`src/rtl/seq_nibble_alu.sv`:
```
// rtl/seq_nibble_alu.sv - nibble-serial 32-bit ADD/SUB/AND/XOR unit on one 4-bit CLA slice
// Optional flag logic: SEQ_NIBBLE_ALU_FLAGS_EN (undefined: carry/zero/negative/overflow tied to 0)

// 4-bit carry-lookahead slice providing SUM, bitwise AND and bitwise XOR.
module cla4 (
  input  logic [3:0] a,
  input  logic [3:0] b,
  input  logic       cin,
  output logic [3:0] sum,
  output logic [3:0] band,
  output logic [3:0] bxor,
  output logic       cout
);
  logic [3:0] g;
  logic [3:0] p;
  logic [4:0] c;

  assign g = a & b;
  assign p = a ^ b;

  assign c[0] = cin;
  assign c[1] = g[0] | (p[0] & cin);
  assign c[2] = g[1] | (p[1] & g[0]) | (p[1] & p[0] & cin);
  assign c[3] = g[2] | (p[2] & g[1]) | (p[2] & p[1] & g[0]) | (p[2] & p[1] & p[0] & cin);
  assign c[4] = g[3] | (p[3] & g[2]) | (p[3] & p[2] & g[1]) | (p[3] & p[2] & p[1] & g[0])
              | (p[3] & p[2] & p[1] & p[0] & cin);

  assign sum  = p ^ c[3:0];
  assign band = g;
  assign bxor = p;
  assign cout = c[4];
endmodule

module seq_nibble_alu #(
  parameter int WIDTH = 32
) (
  input  logic             clk,
  input  logic             rst_n,
  input  logic             in_valid,
  output logic             in_ready,
  input  logic [1:0]       op,
  input  logic [WIDTH-1:0] a,
  input  logic [WIDTH-1:0] b,
  output logic             out_valid,
  input  logic             out_ready,
  output logic [WIDTH-1:0] result,
  output logic             carry,
  output logic             zero,
  output logic             negative,
  output logic             overflow
);
  localparam int NIBBLES = WIDTH / 4;
  localparam int IW      = $clog2(NIBBLES);

  typedef enum logic [1:0] {
    ST_IDLE = 2'd0,
    ST_RUN  = 2'd1,
    ST_DONE = 2'd2
  } state_t;

  state_t           state;
  state_t           state_nxt;
  logic [IW-1:0]    idx;
  logic             cy;
  logic [1:0]       op_reg;
  logic [WIDTH-1:0] a_reg;
  logic [WIDTH-1:0] b_reg;
  logic [WIDTH-1:0] result_nxt;

  logic [3:0]       sl_a;
  logic [3:0]       sl_b;
  logic [3:0]       sl_sum;
  logic [3:0]       sl_and;
  logic [3:0]       sl_xor;
  logic [3:0]       sl_out;
  logic             sl_cout;
  logic             accept;
  logic             last;

  assign accept = in_valid && in_ready;
  assign last   = (state == ST_RUN) && (idx == IW'(NIBBLES - 1));

  assign sl_a = a_reg[4*idx +: 4];
  assign sl_b = b_reg[4*idx +: 4];

  cla4 u_slice (
    .a    (sl_a),
    .b    (sl_b),
    .cin  (cy),
    .sum  (sl_sum),
    .band (sl_and),
    .bxor (sl_xor),
    .cout (sl_cout)
  );

  // Pick the slice output for the captured op and splice it into the result word.
  always_comb begin
    sl_out     = sl_sum;
    result_nxt = result;
    case (op_reg)
      2'b10:   sl_out = sl_and;
      2'b11:   sl_out = sl_xor;
      default: sl_out = sl_sum;
    endcase
    result_nxt[4*idx +: 4] = sl_out;
  end

  // State register.
  always_ff @(posedge clk) begin
    if (!rst_n) state <= ST_IDLE;
    else        state <= state_nxt;
  end

  // Next-state decode; handshake outputs are pure decodes of the state.
  always_comb begin
    state_nxt = state;
    in_ready  = 1'b0;
    out_valid = 1'b0;
    case (state)
      ST_IDLE: begin
        in_ready = 1'b1;
        if (in_valid) state_nxt = ST_RUN;
      end
      ST_RUN: begin
        if (last) state_nxt = ST_DONE;
      end
      ST_DONE: begin
        out_valid = 1'b1;
        if (out_ready) state_nxt = ST_IDLE;
      end
      default: state_nxt = ST_IDLE;
    endcase
  end

  // Operand capture and the nibble-serial datapath; SUB folds into ADD via ~b and carry-in 1.
  always_ff @(posedge clk) begin
    if (!rst_n) begin
      idx    <= '0;
      cy     <= 1'b0;
      op_reg <= 2'b00;
      a_reg  <= '0;
      b_reg  <= '0;
      result <= '0;
    end else if (accept) begin
      idx    <= '0;
      cy     <= (op == 2'b01);
      op_reg <= op;
      a_reg  <= a;
      b_reg  <= (op == 2'b01) ? ~b : b;
      result <= '0;
    end else if (state == ST_RUN) begin
      result <= result_nxt;
      cy     <= sl_cout;
      if (!last) idx <= idx + IW'(1);
    end
  end

`ifdef SEQ_NIBBLE_ALU_FLAGS_EN
  logic arith;
  assign arith = ~op_reg[1];

  // Flags are captured on the final RUN edge from the fully assembled result.
  always_ff @(posedge clk) begin
    if (!rst_n) begin
      carry    <= 1'b0;
      zero     <= 1'b0;
      negative <= 1'b0;
      overflow <= 1'b0;
    end else if (last) begin
      carry    <= arith & sl_cout;
      zero     <= (result_nxt == '0);
      negative <= result_nxt[WIDTH-1];
      overflow <= arith & (a_reg[WIDTH-1] == b_reg[WIDTH-1])
                        & (result_nxt[WIDTH-1] != a_reg[WIDTH-1]);
    end
  end
`else
  assign carry    = 1'b0;
  assign zero     = 1'b0;
  assign negative = 1'b0;
  assign overflow = 1'b0;
`endif
endmodule

```
`config.mk`:
```
export PLATFORM = sky130hd
export DESIGN_NAME = seq_nibble_alu
export DESIGN_NICKNAME = d
export VERILOG_FILES = /design/src/rtl/seq_nibble_alu.sv
export SDC_FILE = /design/constraint.sdc
export NUM_CORES = 1
export LEC_CHECK = 0
export ABC_AREA = 1
export CAP_MARGIN = 25
export CORE_MARGIN = 4
export CORE_UTILIZATION = 27
export DETAILED_ROUTE_END_ITERATION = 10
export SLEW_MARGIN = 40
export SYNTH_ARGS = -nofsm -noshare
export SYNTH_HDL_FRONTEND = slang
export SYNTH_HIERARCHICAL = 1
export SYNTH_SLANG_ARGS = --single-unit
```
`constraint.sdc`:
```
create_clock -name clk -period 2.7 [get_ports clk]
set_input_delay 0.405 -clock clk [delete_from_list [all_inputs] [get_ports clk]]
set_output_delay 0.405 -clock clk [all_outputs]
set_load 0.01 [all_outputs]
```
==> flow_summary.ini <==
[outcome]
status = complete, no violations

[timing]
setup_viol_count_final = 0
max_freq_mhz = 414
post-route-min-period_ps = 2420
final_min_period_over_clock_period = 0.895
finalSetupTns_ps = 0
final_hold_viol_count = 0
drv_slew = 0
fin_clk_skew_ps = 12.0
rsz0062_at_grt = no

[critical_path]
critPathCaptureType = flop
rr_startpoint = idx[0]
rr_worst_depth = 14
critical_path_required_ps = 3000
critical_path.reg2reg.endpoint = result[29]
worstSetupStartpointType = flop
rrSetupSlack_ps = 280
arrival_time_of_the_worst_setup_path_ps = 2710
timing.critical_path.fanout_max = 20
path_class = reg2reg

[synth]
post_synth.cell_area_avg_um2 = 7.04
yosysSeqAreaShare = 0.404
post_synth_instance_area_um2 = 5150
synthDominantAreaCellType = dfxtp_1
synth_cells = 732
ys_seq_elements = 104
yosysWarningCount = 6
synth_cell_type_count = 35
ys_top_cells_by_area = dfxtp_1 40%, nor2_1 11%, o21ai_0 9.6%, nand2_1 7.9%, a21oi_1 5.4%
netlist.area_leader.share = 0.404

[layout]
layout.core_utilization = 0.360
synthToLayoutAreaGrowth_pct = 30.8
post-route-cell-area_um2 = 6740
antenna_cells = 0
share_of_layout_cells_above_drive_strength_1 = 0.0806
final_nets = 895

[cts]
cts.clk_slew.worst_paths_ps = 80
cts_tree = built
cts.sink_count = 104
cts_buffer_depth = 2
cts_buffers = 9
clk_latency_ps = 360
cts.htree.levels = 3
ctsRootBufferMaster = clkbuf_16

[power_and_ir_drop]
power_density_nw_per_um2 = 580
leakage_uw = 0.00275
worst_vdd_rail_ir_drop_uv = 310
totalPowerFinal_uw = 3910

[global_route]
first_global_vias = 4456
grt_pass1_wl_mm = 22.5
grt_antenna_before_repair = 0
grt-ovfl-total = 0
grt_use_total = 0.128
grt_max_degree = 75

[floorplanning]
floorplan.rows = 50
die_width_um = 146
top_level_ports = 108
initial_cell_density_of_the_core = 0.275
core_box_area_um2 = 18700
die_h_um = 146
floorplan.die_area_um2 = 21300

[detailed_routing]
drtIter0Drc = 326
detail_route.first_pass.iterations = 4
totalWireLength_mm = 13.5
vias_per_cell = 4.51
post-route-drc-count = 0
drtAntennaViolNets = 0
via_total_after_detailed_routing = 4751
wire_per_inst_um = 12.9

[place]
place.port_buffers = 103
place.gp.congestion = 0.830
postPlaceCellArea_um2 = 6360
detailed_place_hpwl_mm = 10.2

[worst_hold_path]
whs_path_depth = 2
hp-start = result[17]
worst_hold_path.endpoint = result[17]
worstHoldPathType = reg2reg

[job]
max_capacitance_violation_count = 0
## logic make-up after synthesis
family | after synthesis | share of synthesized area
AND/OR/NAND/NOR | 300 | 0.242
adder cells (fa/ha/maj) | 11 | 0.0282
flip-flops | 104 | 0.404
XOR/XNOR | 33 | 0.0561
AO/OA/AOI/OAI | 180 | 0.180
other | 1 | 0.000728
buffers and inverters | 103 | 0.0887
## final cells by class
class                      count  area [um2]
clock buffer                   9         225
tap                          234         293
multi-input combinational    528        2650
fill                        1990       12000
sequential                   104        2090
clock inverter                 7        96.3
inverter                      56         218
timing repair buffer         115        1160
## placed cells by master (no fill, tap or decap), types with 7 or more instances in the layout
cell type        count
nor2_1             150
nand2_1            109
inv_1               41
dfxtp_1            102
inv_2               10
o21ai_1              8
nand3_1             17
o22ai_1             16
ha_1                 8
o21ai_0             97
buf_4                7
xor2_1              32
clkbuf_16            9
a21oi_1             55
clkdlybuf4s50_1    102
## per-stage QoR
step                      hold slack [ps]  std cells  setup slack [ps]
after floorplan                       449        735               330
after global placement                460       1036              97.6
after detailed placement              467       1036              71.3
after CTS                             485       1052              37.9
after global routing                  514       1053              6.66
final                                 482       1053               283
## per-layer routing
metal  part of all wire  global-route usage  vias to the layer above
li1                   -                   -                     2515
met4              0.013              0.0386                        0
met5                  0                   0                        -
met1               0.49               0.175                     2116
met3              0.052              0.0345                       15
met2               0.44               0.197                      105
## worst max path at each step
| stage | startpoint | end | slack [ps] | cells after the start |
|---|---|---|---|---|
| final | idx[0] | result[29] | 280 | 14 |
| after global routing | idx[0] | result[11] | 7 | 17 |
| after CTS | idx[0] | result[5] | 40 | 14 |
| after detailed placement | idx[0] | result[5] | 70 | 14 |
| after global placement | idx[1] | result[7] | 100 | 18 |
| after floorplan | idx[0] | result[7] | 330 | 22 |
## synth_stat cells, drive strengths merged
master  instances
nor2          157
nand2         113
o21ai         105
dfxtp         104
a21oi          57
inv            53
xor2           32
buf            30
nand3          22
clkbuf         17
o22ai          16
ha             10
nand4           7
clkinv          3
a211oi          1
a31oi           1
conb            1
fa              1
or2             1
xnor2           1
## worst max-delay path: stages (launching register included)
cell	delay [ps]
dfxtp_4	400
buf_8	180
o21ai_1	90
o22ai_1	150
nand2_1	70
nand2_1	120
inv_1	70
fa_1	440
xnor2_1	150
nor2_1	80
inv_1	60
nand2_1	40
nor2_1	150
nand3_2	170
a21oi_1	160
## power by group
group	switching [uW]	internal [uW]	leakage [uW]
combinational	472	343	0.00174
sequential	60.4	1630	0.000856
clock	653	748	0.000154
## repair_timing
action                                  in CTS  in global routing
endpoints found under the setup margin       0                 28
resized for setup                            0                 19
setup buffers                                0                  1
hold buffers                                 0                  0
Power figures use the tool's default switching activity.
